## src/rtl/traffic_sequencer.sv

```systemverilog
// Traffic-light sequencer for the Norton/Thevenin intersection: internal second
// prescaler, phase timer, per-cycle demand table and flashing night mode.
`timescale 1ns/1ps
module traffic_sequencer #(
    parameter int TICKS_PER_SEC = 10000,
    parameter int SEC_W         = 8,
    parameter int YELLOW_S      = 3,
    parameter int CLEAR_S       = 1,
    parameter int ALLRED_S      = 2
) (
    input  logic             clk,
    input  logic             reset_n,
    input  logic             enable_general,
    input  logic             SNN,
    input  logic             SNS,
    input  logic             STH,
    output logic [1:0]       Semaforo_NN,
    output logic [1:0]       Semaforo_NS,
    output logic [1:0]       Semaforo_TH,
    output logic [1:0]       Giro_NN_izq,
    output logic [1:0]       Giro_NN_der,
    output logic [1:0]       Giro_TH_izq,
    output logic [1:0]       Semaforo_peaton_N,
    output logic [1:0]       Semaforo_peaton_TH1,
    output logic [1:0]       Semaforo_peaton_TH2,
    output logic [3:0]       phase,
    output logic [SEC_W-1:0] remaining,
    output logic             cycle_start
);

    localparam int                PRE_W   = $clog2(TICKS_PER_SEC);
    localparam logic [PRE_W-1:0]  PRE_MAX = PRE_W'(TICKS_PER_SEC - 1);

    localparam logic [1:0] RD = 2'b00;
    localparam logic [1:0] YL = 2'b01;
    localparam logic [1:0] GR = 2'b10;
    localparam logic [1:0] OF = 2'b11;

    typedef enum logic [3:0] {
        P0     = 4'd0,
        P1     = 4'd1,
        P2     = 4'd2,
        P3     = 4'd3,
        P4     = 4'd4,
        P5     = 4'd5,
        P6     = 4'd6,
        P7     = 4'd7,
        P8     = 4'd8,
        P9     = 4'd9,
        P10    = 4'd10,
        P11    = 4'd11,
        PFLASH = 4'd15
    } phase_e;

    typedef enum logic [1:0] {
        TAB_A = 2'd0,
        TAB_B = 2'd1,
        TAB_C = 2'd2,
        TAB_D = 2'd3
    } table_e;

    phase_e             phase_q, phase_d, next_phase;
    table_e             table_q, table_d;
    logic [SEC_W-1:0]   remaining_q, remaining_d;
    logic [PRE_W-1:0]   prescaler_q, prescaler_d;
    logic               flash_yel_q, flash_yel_d;
    logic               cycle_start_q, cycle_start_d;
    logic [17:0]        lamps_q, lamps_d;
    logic [2:0]         sens_meta_q, sens_sync_q;
    logic               tick;

    // Sensor bits are kept as {STH, SNS, SNN}; only a single active sensor selects B/C/D.
    function automatic table_e select_table(input logic [2:0] s);
        table_e t;
        case (s)
            3'b100:  t = TAB_B;
            3'b001:  t = TAB_C;
            3'b010:  t = TAB_D;
            default: t = TAB_A;
        endcase
        return t;
    endfunction

    function automatic logic [SEC_W-1:0] phase_dur(input phase_e p, input table_e t);
        int d;
        case (p)
            P0:                d = ALLRED_S;
            P1:                d = 17;
            P2, P5, P8, P11:   d = YELLOW_S;
            P3, P6, P9:        d = CLEAR_S;
            P4: begin
                case (t)
                    TAB_A:   d = 55;
                    TAB_B:   d = 82;
                    default: d = 27;
                endcase
            end
            P7: begin
                case (t)
                    TAB_A:   d = 27;
                    TAB_D:   d = 54;
                    default: d = 14;
                endcase
            end
            P10: begin
                case (t)
                    TAB_A:   d = 24;
                    TAB_C:   d = 48;
                    default: d = 12;
                endcase
            end
            default:           d = ALLRED_S;
        endcase
        return SEC_W'(d);
    endfunction

    // Packed in port order: NN, NS, TH, GNNizq, GNNder, GTHizq, PN, PTH1, PTH2.
    function automatic logic [17:0] lamp_pattern(input phase_e p, input logic flash_yel);
        logic [17:0] l;
        case (p)
            P0:      l = {RD, RD, RD, RD, RD, RD, RD, RD, RD};
            P1:      l = {RD, RD, RD, RD, GR, GR, RD, GR, RD};
            P2:      l = {RD, RD, RD, RD, RD, GR, RD, GR, GR};
            P3:      l = {RD, RD, YL, RD, RD, RD, RD, GR, GR};
            P4:      l = {RD, RD, GR, RD, RD, RD, RD, GR, GR};
            P5:      l = {RD, RD, YL, RD, RD, RD, RD, GR, GR};
            P6:      l = {RD, YL, RD, RD, RD, RD, GR, RD, RD};
            P7:      l = {RD, GR, RD, RD, RD, RD, GR, RD, RD};
            P8:      l = {RD, YL, RD, RD, RD, RD, GR, RD, RD};
            P9:      l = {YL, RD, RD, RD, RD, RD, GR, RD, RD};
            P10:     l = {GR, RD, RD, GR, GR, RD, GR, RD, RD};
            P11:     l = {YL, RD, RD, RD, GR, RD, GR, GR, RD};
            PFLASH:  l = flash_yel ? {YL, YL, YL, OF, OF, OF, OF, OF, OF}
                                   : {OF, OF, OF, OF, OF, OF, OF, OF, OF};
            default: l = {RD, RD, RD, RD, RD, RD, RD, RD, RD};
        endcase
        return l;
    endfunction

    assign tick       = (prescaler_q == PRE_MAX);
    assign next_phase = (phase_q == P11) ? P1 : phase_e'(phase_q + 4'd1);

    always_ff @(posedge clk or negedge reset_n) begin
        if (!reset_n) begin
            sens_meta_q <= '0;
            sens_sync_q <= '0;
        end else begin
            sens_meta_q <= {STH, SNS, SNN};
            sens_sync_q <= sens_meta_q;
        end
    end

    // Flash mode overrides everything; leaving it restarts from a fresh all-red phase.
    always_comb begin
        phase_d       = phase_q;
        table_d       = table_q;
        remaining_d   = remaining_q;
        prescaler_d   = prescaler_q;
        flash_yel_d   = flash_yel_q;
        cycle_start_d = 1'b0;

        if (!enable_general) begin
            remaining_d = '0;
            if (phase_q != PFLASH) begin
                phase_d     = PFLASH;
                prescaler_d = '0;
                flash_yel_d = 1'b1;
            end else begin
                prescaler_d = tick ? '0 : prescaler_q + PRE_W'(1);
                if (tick) begin
                    flash_yel_d = ~flash_yel_q;
                end
            end
        end else if (phase_q == PFLASH) begin
            phase_d     = P0;
            prescaler_d = '0;
            remaining_d = phase_dur(P0, table_q);
        end else begin
            prescaler_d = tick ? '0 : prescaler_q + PRE_W'(1);
            if (tick) begin
                if (remaining_q == SEC_W'(1)) begin
                    phase_d     = next_phase;
                    remaining_d = phase_dur(next_phase, table_q);
                    if (next_phase == P1) begin
                        table_d       = select_table(sens_sync_q);
                        cycle_start_d = 1'b1;
                    end
                end else begin
                    remaining_d = remaining_q - SEC_W'(1);
                end
            end
        end

        lamps_d = lamp_pattern(phase_d, flash_yel_d);
    end

    always_ff @(posedge clk or negedge reset_n) begin
        if (!reset_n) begin
            phase_q       <= P0;
            table_q       <= TAB_A;
            remaining_q   <= SEC_W'(ALLRED_S);
            prescaler_q   <= '0;
            flash_yel_q   <= 1'b1;
            cycle_start_q <= 1'b0;
            lamps_q       <= {RD, RD, RD, RD, RD, RD, RD, RD, RD};
        end else begin
            phase_q       <= phase_d;
            table_q       <= table_d;
            remaining_q   <= remaining_d;
            prescaler_q   <= prescaler_d;
            flash_yel_q   <= flash_yel_d;
            cycle_start_q <= cycle_start_d;
            lamps_q       <= lamps_d;
        end
    end

    assign Semaforo_NN         = lamps_q[17:16];
    assign Semaforo_NS         = lamps_q[15:14];
    assign Semaforo_TH         = lamps_q[13:12];
    assign Giro_NN_izq         = lamps_q[11:10];
    assign Giro_NN_der         = lamps_q[9:8];
    assign Giro_TH_izq         = lamps_q[7:6];
    assign Semaforo_peaton_N   = lamps_q[5:4];
    assign Semaforo_peaton_TH1 = lamps_q[3:2];
    assign Semaforo_peaton_TH2 = lamps_q[1:0];
    assign phase               = phase_q;
    assign remaining           = remaining_q;
    assign cycle_start         = cycle_start_q;

endmodule
```

## config.mk

```make
export PLATFORM = sky130hd
export DESIGN_NAME = traffic_sequencer
export DESIGN_NICKNAME = d
export VERILOG_FILES = /design/src/rtl/traffic_sequencer.sv
export SDC_FILE = /design/constraint.sdc
export NUM_CORES = 1
export LEC_CHECK = 0
export ABC_AREA = 0
export CORE_UTILIZATION = 23
export CTS_BUF_LIST = sky130_fd_sc_hd__clkbuf_4
export CTS_CLUSTER_DIAMETER = 120
export DETAILED_ROUTE_END_ITERATION = 8
export DONT_BUFFER_PORTS = 1
export PLACE_DENSITY = 0.47
export SETUP_SLACK_MARGIN = 0.2
export SLEW_MARGIN = 0
export SYNTH_ARGS = -nofsm -noshare
export SYNTH_HDL_FRONTEND = slang
export SYNTH_SLANG_ARGS = --single-unit
```

## constraint.sdc

```tcl
create_clock -name clk -period 7.42 [get_ports clk]
set_clock_uncertainty 0.2 [all_clocks]
set_input_delay 1.484 -clock clk [delete_from_list [all_inputs] [get_ports clk]]
set_output_delay 1.484 -clock clk [all_outputs]
set_load 0.05 [all_outputs]
```

==> impl_metrics.csv, run 1 <==
group,metric,value,unit
synth,yosysWarningCount,0,
timing,max_freq,282,MHz
cts,cts_tree,"built",
power,totalPowerFinal,0.00124,W
synth,yosysMostFrequentCell,"dfrtp_1",
cts,cts_buffers,5,
final_layout,post-route-util,25.9,%
placed_design,portBuffers,0,
cts,cts-root-buf,"clkbuf_4",
setup_path,startpoint_type,"flop",
synth,synth_area_per_cell,8.88,um2
grt,grt_pass1_vias,2329,
synth,synth_edf_count,0,
cts,cts.path.max_buffers,2,
grt,grt_max_degree,50,
timing,slew_viol_final,0,
final_layout,layout-drive-gt1-share,9.51,%
cts,cts_hold_repair.buffers,0,
placed_design,dp_hpwl,4.97,mm
timing,hold_slack,0.166,ns
synth,async_flop_share,100,%
synth,yosysTopAreaCell,"dfrtp_1",
die,rows,40,
synth,post_synth_num_cell_types,55,
setup_path,path_class,"reg -> reg",
drt,drtAntennaViolNets,0,
synth,ys_top_cells_by_count,"dfrtp_1, nor2_1, nand2_1",
cts,cts_num_sinks,49,
timing,finalHoldViolations,0,
setup_path,cpPeakStageDelay,0.64,ns
timing,slew_headroom,27.3,%
drt,vias,2346,
run,max_cap_violations,0,
grt,grt_most_used_layer,"met2",
synth,synth.area.top_cells,"dfrtp_1, ha_1, nor2_1",
drt,via_per_inst,4.75,
setup_path,endpoint_kind,"flop",
placed_design,place_congestion,0.797,
setup_path,cp_max_fo,11,
drt,first_pass_iters,4,
synth,synth_xor_area_share,5.66,%
setup_path,crit_required,7.55,ns
cts,clk_pin_slew,0.19,ns
power,pwr_density_cell,393,nW/um2
cts,htreeDepth,2,
die,die_area,13200,um2
drt,routed_wl,7.03,mm
drt,routedWlPerCell,14.2,um
cts,cts_resized,0,
grt,grt-ovfl-total,0,
outcome,status,"finished clean",
synth,synthesis.area,2940,um2
timing,fin_crit,3.55,ns
synth,yosysSeqAreaShare,41.8,%
worst_hold_path,hold_path_class,"reg -> reg",
grt,grt_pass1_wl,11.7,mm
synth,synthFlopType,"dfrtp_1",
grt,grt.met1_usage,14.5,%
power,p_leak,1.25,nW
timing,finalSetupViolCount,0,
grt,use_met3,3.16,%
die,core,12200,um2
grt,grt_usage,11.4,%
timing,fin_setup_tns,0,ns
grt,grt_antenna_before_repair,0,
drt,drt_iter0_markers,173,
synth,synth_compound_area_share,16.8,%
grt,met2_usage,18.1,%
synth,synth_top_area_share,40.0,%
timing,tightest_slew,1.09,ns
die,initial_core_util,24.1,%
timing,period_share,47.8,%
synth,synthesis.nets,351,
final_layout,finalNetCount,345,
final_layout,synthToLayoutAreaGrowth,7.62,%
setup_path,arrival,3.68,ns
power,vdd_ir_drop_max,0.0000868,V
setup_path,critPathSlowestCell,"dfrtp_1",
synth,synth_top_family_by_area,"simple AND/OR/NAND/NOR gates",
die,die_x,115,um
cts,postCtsSetupRepairBufs,0,
setup_path,crit_chain,"or4_1 > nor3_1 > buf_4 > nand2_1 > a311oi_1 > buf_4 > and2_4 > nand3_2 > inv_2 > nand2b_2 > o21ai_1",
final_layout,antenna_cells,0,
setup_path,crit_top_cell,"buf_4",
drt,drc,0,
synth,synth_fa_ha_area_share,5.96,%
cts,clock_latency,0.41,ns
synth,synth_cells,331,
timing,rsz0062_at_grt,"false",
synth,synth-simple-area-share,24.7,%
die,io_pins,37,
synth,synth_seq_cells,49,
synth,muxShareOfSynthArea,0,%
die,die_y,115,um
layout by cell type (no fill, tap or decap), types with 3 or more instances in the layout:
master	synthesis	layout
a21oi_1	21	21
nand2b_1	7	7
ha_1	14	14
nand3_1	10	10
or4_1	3	3
o21ai_0	17	17
and3_1	4	4
inv_1	13	13
buf_4	5	5
or2_2	3	3
nor4_1	4	4
nor2b_1	5	5
or3_1	5	5
nand4_1	3	3
nor3_1	15	15
o22ai_1	4	4
nand2_1	32	32
clkbuf_4	0	5
o21ai_1	3	3
a211oi_1	3	3
a31oi_1	6	6
xnor2_1	13	13
dfrtp_1	47	46
xor2_1	6	6
o31ai_1	5	5
nor2_1	33	33
inv_2	3	3
power by group:
part / leakage [nW] / internal [W] / switching [W]
registers: 0.616 / 0.000320 / 0.000191
logic: 0.601 / 0.000201 / 0.000388
clock network: 0.0293 / 0.0000392 / 0.000103
registers in the layout, summed over array words and instances (netlist names):
| signal | count |
|---|---|
| sens_sync_q | 3 |
| flash_yel_q | 1 |
| prescaler_q | 14 |
| cycle_start | 1 |
| phase | 4 |
| remaining | 8 |
| sens_meta_q | 3 |
| table_q | 2 |
| lamps_q | 13 |
through the flow:
| stage | std cells | cell area (um2) | setup WS, ns |
|---|---|---|---|
| 2_1_floorplan | 331 | 2940 | 4.34 |
| 3_3_place_gp | 486 | 3100 | 3.96 |
| 3_5_place_dp | 486 | 3100 | 3.91 |
| 4_1_cts | 494 | 3160 | 3.86 |
| 5_1_grt | 494 | 3160 | 3.57 |
| 6_report | 494 | 3160 | 3.87 |
worst paths after layout:
kind	start	to	slack (ns)	depth (start not counted)
setup / recovery	remaining[3]$_DFFE_PN0P_	lamps_q[17]$_DFF_PN0_	3.87	11
hold / removal	sens_meta_q[1]$_DFF_PN0_	sens_sync_q[1]$_DFF_PN0_	0.17	0
setup reg to reg	remaining[3]$_DFFE_PN0P_	lamps_q[17]$_DFF_PN0_	3.87	11
hold reg to reg	sens_meta_q[1]$_DFF_PN0_	sens_sync_q[1]$_DFF_PN0_	0.17	0
max in group asynchronous	reset_n	flash_yel_q$_DFF_PN1_	6.32	0
min in group asynchronous	reset_n	remaining[3]$_DFFE_PN0P_	0.53	0
critical path: cells and delay by family, from the launching register on:
family	cells	cell delay [ns]
and+or+nand+nor	6	1.60
DFF	1	0.64
buffers and inverters	3	0.60
AOI/OAI and AO/OA	2	0.40
logic make-up after synthesis:
family | after synthesis
compound gates | 75
xor+xnor | 19
fa+ha+maj | 14
buf+inv | 34
flops | 49
simple gates | 140
final cells by class:
cell class              count  area [um2]
clock buffers               5        37.5
well taps                 168         210
repair buffers              5        37.5
flip-flops and latches     49        1230
inverters                  16        60.1
multi-input cells         248        1560
fillers                  1326        9050
clock inverters             3        26.3
layer usage:
| metal | part of all wire, % | vias to the layer above | wire [um] |
|---|---|---|---|
| met1 | 48 | 1125 | 3380 |
| li1 | - | 1154 | - |
| met4 | 1.8 | 0 | 127 |
| met3 | 5.0 | 11 | 354 |
| met2 | 45 | 56 | 3160 |
| met5 | 0 | - | 0 |
Power figures use the tool's default switching activity.
==> run 2: changes to the inputs <==
Clock period 7.42 ns to 3.5 ns, I/O delays scaled along.
==> run 2 against run 1 <==
  * Sequential cell count unchanged
  * Global-route usage down 0.41 points
  * Worst hold slack worse by 0.043 ns
  * Total power up 120%
  * Via count up 1.8%
  * Combinational power up 130%
  * Maximum frequency up 17%
  * Register-to-register slack worse by 3.4 ns
  * Core utilization up 1.3 points
  * Critical path depth down 1
  * Routed wire length about the same
  * Cell count up 2.8%
  * Largest cell class unchanged
==> impl_metrics.csv, run 2 (synthesis gave the netlist of run 1 again) <==
group,metric,value,unit
placed_design,dp_hpwl,5.08,mm
setup_path,crit_family,"simple AND/OR/NAND/NOR gates",
grt,grt_antenna_before_repair,0,
timing,finalSetupViolCount,0,
setup_path,critPathLaunch,"prescaler_q[6]$_DFF_PN0_",
worst_hold_path,min_to,"sens_meta_q[2]$_DFF_PN0_",
drt,vias,2389,
drt,top_layer,"met4",
worst_hold_path,holdPathStages,0,
run,max_cap_violations,0,
setup_path,endpoint_kind,"flop",
timing,finalHoldViolations,0,
grt,grt_pass1_wl,11.5,mm
power,seqPwrFrac,37.8,%
die,die_y,115,um
drt,wl_met2,3.19,mm
drt,wl_met1,3.42,mm
outcome,status,"finished clean",
power,pwr_density_cell,839,nW/um2
cts,cts-root-buf,"clkbuf_4",
power,p_leak,1.34,nW
drt,via_per_inst,4.70,
final_layout,regMostFlops,"prescaler_q",
final_layout,antenna_cells,0,
drt,drt_iter0_markers,174,
die,io_pins,37,
final_layout,finalNetCount,359,
setup_path,reg2reg_from,"prescaler_q[6]$_DFF_PN0_",
timing,period_share,86.7,%
setup_path,arrival,3.12,ns
die,die_area,13200,um2
cts,cts.path.max_buffers,2,
timing,tightest_slew,0.751,ns
cts,htreeDepth,2,
placed_design,place_congestion,0.822,
worst_hold_path,worstHoldStart,"STH",
drt,first_pass_iters,4,
power,internal_power,0.00132,W
grt,grt_max_degree,50,
final_layout,final_cell_mix,"dfrtp_1, nor2_1, nand2_1",
timing,slew_headroom,50.1,%
grt,grt-ovfl-total,0,
drt,routedWlPerCell,13.8,um
final_layout,post-route-util,27.2,%
cts,clock_latency,0.40,ns
setup_path,regToRegEndpoint,"lamps_q[17]$_DFF_PN0_",
placed_design,portBuffers,0,
die,initial_core_util,24.1,%
power,p_comb_share,49.3,%
timing,fin_crit,3.04,ns
setup_path,r2r_cells,10,
grt,grt_pass1_vias,2306,
setup_path,reg2reg_slack,0.46,ns
drt,drc,0,
setup_path,startpoint_type,"flop",
worst_hold_path,hold_path_class,"in -> reg",
cts,cts_num_sinks,49,
drt,drtAntennaViolNets,0,
final_layout,synthToLayoutAreaGrowth,13.0,%
setup_path,crit_chain,"or4b_1 > or4_4 > o311a_4 > a21oi_4 > inv_2 > and2_4 > nand3_2 > inv_2 > nand2b_2 > o21ai_1",
timing,rsz0062_at_grt,"false",
timing,fin_setup_tns,0,ns
setup_path,cp.buffers_inverters,2,
grt,grt_usage,11.0,%
final_layout,largest_register_ffs,14,
power,p_clk_share,12.8,%
cts,clk_pin_slew,0.15,ns
placed_design,dpl.cell_count,496,
cts,cts_buffers,5,
drt,wl_met3,393,um
setup_path,path_class,"reg -> reg",
die,rows,40,
timing,max_freq,329,MHz
cts,cts_resized,0,
setup_path,crit_top_cell,"inv_2",
power,totalPowerFinal,0.00279,W
die,core,12200,um2
setup_path,cp_max_fo,13,
power,swShare,52.5,%
final_layout,final_cells,508,
final_layout,final_common_cell,"dfrtp_1",
final_layout,layout-drive-gt1-share,12.9,%
timing,slew_viol_final,0,
die,die_x,115,um
cts,cts_tree,"built",
drt,routed_wl,7.03,mm
power,netSwitchingPower,0.00146,W
setup_path,crit_required,3.59,ns
setup_path,critPathSlowestCell,"or4_4",
setup_path,critical_path_depth,10,
power,vdd_ir_drop_max,0.000189,V
setup_path,cpPeakStageDelay,0.65,ns
[run 2: changes by cell type in the layout (fill, tap and decap cells not counted), sizes merged]
cell         delta
buf            +13
bufinv          +1
clkinv          +1
clkinvlp        -2
dlygate4sd3     +1
[run 2: power by group through the flow]
| stage | clock network (W) | registers, W | logic, W |
|---|---|---|---|
| after floorplan | 0 | 0.00106 | 0.00104 |
| after global placement | 0 | 0.00107 | 0.00133 |
| after detailed placement | 0 | 0.00107 | 0.00134 |
| after CTS | 0.000363 | 0.00106 | 0.00136 |
| after global routing | 0.000386 | 0.00107 | 0.00152 |
| final | 0.000357 | 0.00105 | 0.00137 |
[run 2: area by class of cell]
class	instances	area (um2)
inverters	16	60.1
repair buffers	19	178
clock inverters	3	43.8
multi-input cells	248	1560
clock buffers	5	37.5
fillers	1342	8890
well taps	168	210
flip-flops and latches	49	1230
[run 2: how the worst max path moves through the flow]
stage,slack (ns),endpoint
after global placement,0.41,lamps_q[17]$_DFF_PN0_
after detailed placement,0.33,lamps_q[17]$_DFF_PN0_
final,0.46,lamps_q[17]$_DFF_PN0_
after CTS,0.34,lamps_q[17]$_DFF_PN0_
after floorplan,0.42,lamps_q[17]$_DFF_PN0_
after global routing,0.22,lamps_q[14]$_DFF_PN0_
[run 2: what timing repair did]
| action | in CTS | in global routing |
|---|---|---|
| setup endpoints to repair | 0 | 1 |
| hold buffers | 2 | 0 |
| endpoints found under the hold margin | 49 | 0 |
| setup buffers | 0 | 2 |
[run 2: per-layer routing]
metal	vias up	global-route usage (%)
met3	4	2.85
met5	-	0
met4	0	2.51
li1	1185	-
met1	1151	15.1
met2	49	17.2
[run 2: through the flow]
step / area, um2 / setup WS (ns) / hold slack (ns)
after floorplan: 2940 / 0.416 / 0.131
after global placement: 3190 / 0.407 / 0.136
after detailed placement: 3190 / 0.331 / 0.136
after CTS: 3310 / 0.340 / 0.117
after global routing: 3320 / 0.219 / 0.0925
final: 3320 / 0.464 / 0.123
[run 2: worst reg2reg max path, stage by stage (launching register included)]
cell      delay [ns]
dfrtp_1         0.45
or4b_1          0.57
or4_4           0.65
o311a_4         0.35
a21oi_4         0.18
inv_2           0.10
and2_4          0.18
nand3_2         0.10
inv_2           0.05
nand2b_2        0.06
o21ai_1         0.07
==> run 3: changes to the inputs <==
Settings changed: MAX_ROUTING_LAYER from default to met4.
==> run 3 against run 2 <==
  * Sequential power about the same
  * Sequential share of layout area unchanged
  * Global-route usage up 0.34 points
  * Non-clock buffer count unchanged
  * Via count up 0.75%
  * Core utilization unchanged
  * Cell count unchanged
  * Final area unchanged
  * Die area unchanged
  * Clock power about the same
  * Total power about the same
==> impl_metrics.csv, run 3 (synthesis gave the netlist of run 1 again) <==
group,metric,value,unit
die,die_y,115,um
die,die_x,115,um
grt,grt-ovfl-total,0,
die,die_area,13200,um2
timing,max_freq,330,MHz
final_layout,largest_register_ffs,14,
drt,drt_iter0_markers,168,
cts,cts-root-buf,"clkbuf_4",
setup_path,crit_chain,"or4b_1 > or4_4 > o311a_4 > a21oi_4 > inv_2 > and2_4 > nand3_2 > inv_2 > nand2b_2 > o21ai_1",
cts,cts.path.max_buffers,2,
cts,clock_latency,0.40,ns
placed_design,dpl.cell_count,496,
power,p_leak,1.34,nW
cts,cts_num_sinks,49,
final_layout,final_cells,508,
timing,rsz0062_at_grt,"false",
setup_path,path_class,"reg -> reg",
final_layout,synthToLayoutAreaGrowth,13.0,%
cts,htreeDepth,2,
die,core,12200,um2
grt,grt_antenna_before_repair,0,
grt,grt_pass1_wl,11.5,mm
setup_path,critPathSlowestCell,"or4_4",
drt,via_per_inst,4.74,
drt,vias,2407,
die,initial_core_util,24.1,%
final_layout,final_cell_mix,"dfrtp_1, nor2_1, nand2_1",
outcome,status,"finished clean",
drt,drtAntennaViolNets,0,
power,vdd_ir_drop_max,0.000189,V
final_layout,antenna_cells,0,
final_layout,regMostFlops,"prescaler_q",
final_layout,final_common_cell,"dfrtp_1",
setup_path,crit_required,3.58,ns
die,io_pins,37,
timing,finalSetupViolCount,0,
die,rows,40,
final_layout,layout-drive-gt1-share,12.9,%
timing,period_share,86.5,%
setup_path,cpPeakStageDelay,0.65,ns
timing,slew_viol_final,0,
cts,cts_buffers,5,
setup_path,arrival,3.11,ns
timing,fin_setup_tns,0,ns
setup_path,reg2reg_slack,0.47,ns
timing,fin_crit,3.03,ns
drt,routedWlPerCell,13.9,um
grt,grt_max_degree,50,
drt,routed_wl,7.05,mm
cts,cts_tree,"built",
drt,drc,0,
placed_design,dp_hpwl,5.08,mm
grt,grt_pass1_vias,2307,
placed_design,portBuffers,0,
timing,tightest_slew,0.751,ns
timing,worst_slack,0.474,ns
drt,first_pass_iters,4,
setup_path,cp_max_fo,13,
placed_design,pre_cts_ws,0.331,ns
grt,grt_usage,11.3,%
power,pwr_density_cell,839,nW/um2
setup_path,startpoint_type,"flop",
run,max_cap_violations,0,
final_layout,finalNetCount,359,
setup_path,crit_top_cell,"inv_2",
setup_path,endpoint_kind,"flop",
cts,clk_pin_slew,0.15,ns
timing,finalHoldViolations,0,
timing,slew_headroom,50.1,%
placed_design,place_congestion,0.835,
worst_hold_path,hold_path_class,"in -> reg",
[run 3: final cells by class]
class	count	area [um2]
Sequential cell	49	1230
Fill cell	1342	8890
Clock inverter	3	43.8
Inverter	16	60.1
Clock buffer	5	37.5
Timing Repair Buffer	19	178
Tap cell	168	210
Multi-Input combinational cell	248	1560
[run 3: what timing repair did]
action / 4_1_cts / 5_1_grt
endpoints found under the setup margin: 0 / 1
hold buffers: 2 / 0
gates resized for setup: 0 / 0
hold endpoints to repair: 49 / 0
setup buffers: 0 / 2
[run 3: report_power, final]
group	switching [W]	internal, W
clock	0.000205	0.000152
sequential	0.000376	0.000679
combinational	0.000882	0.000493
[run 3: stage by stage]
step                utilization, %  cell area (um2)  hold slack, ns  total power, W
global route                  27.2             3320          0.0925         0.00297
CTS                           27.1             3310           0.117         0.00278
detailed placement            26.1             3190           0.136         0.00241
finish                        27.2             3320           0.126         0.00279
floorplan                        -             2940           0.131         0.00210
global placement              26.1             3190           0.136         0.00240
[run 3: worst max-delay path: cells and delay by family (launching register included)]
kind | cells | cell delay (ns)
AND/OR/NAND/NOR | 5 | 1.55
AO/OA/AOI/OAI | 3 | 0.60
flip-flops | 1 | 0.45
buffers and inverters | 2 | 0.15
[run 3: path summary, 6_finish.rpt]
check                                               from                       end  cells past startpoint
max in group asynchronous                        reset_n     flash_yel_q$_DFF_PN1_                      2
worst min-delay path                                 STH  sens_meta_q[2]$_DFF_PN0_                      0
worst max register to register  prescaler_q[6]$_DFF_PN0_     lamps_q[17]$_DFF_PN0_                     10
worst max-delay path            prescaler_q[6]$_DFF_PN0_     lamps_q[17]$_DFF_PN0_                     10
min in group asynchronous                        reset_n      lamps_q[5]$_DFF_PN0_                      2
worst min register to register  sens_meta_q[1]$_DFF_PN0_  sens_sync_q[1]$_DFF_PN0_                      0
[run 3: per-layer routing]
metal / GRT usage [%] / part of all wire [%] / vias up
met5: - / 0 / -
met4: 2.51 / 0.43 / 0
met3: 2.79 / 5.6 / 4
met2: 17.3 / 46 / 58
met1: 15.1 / 48 / 1159
li1: - / - / 1186
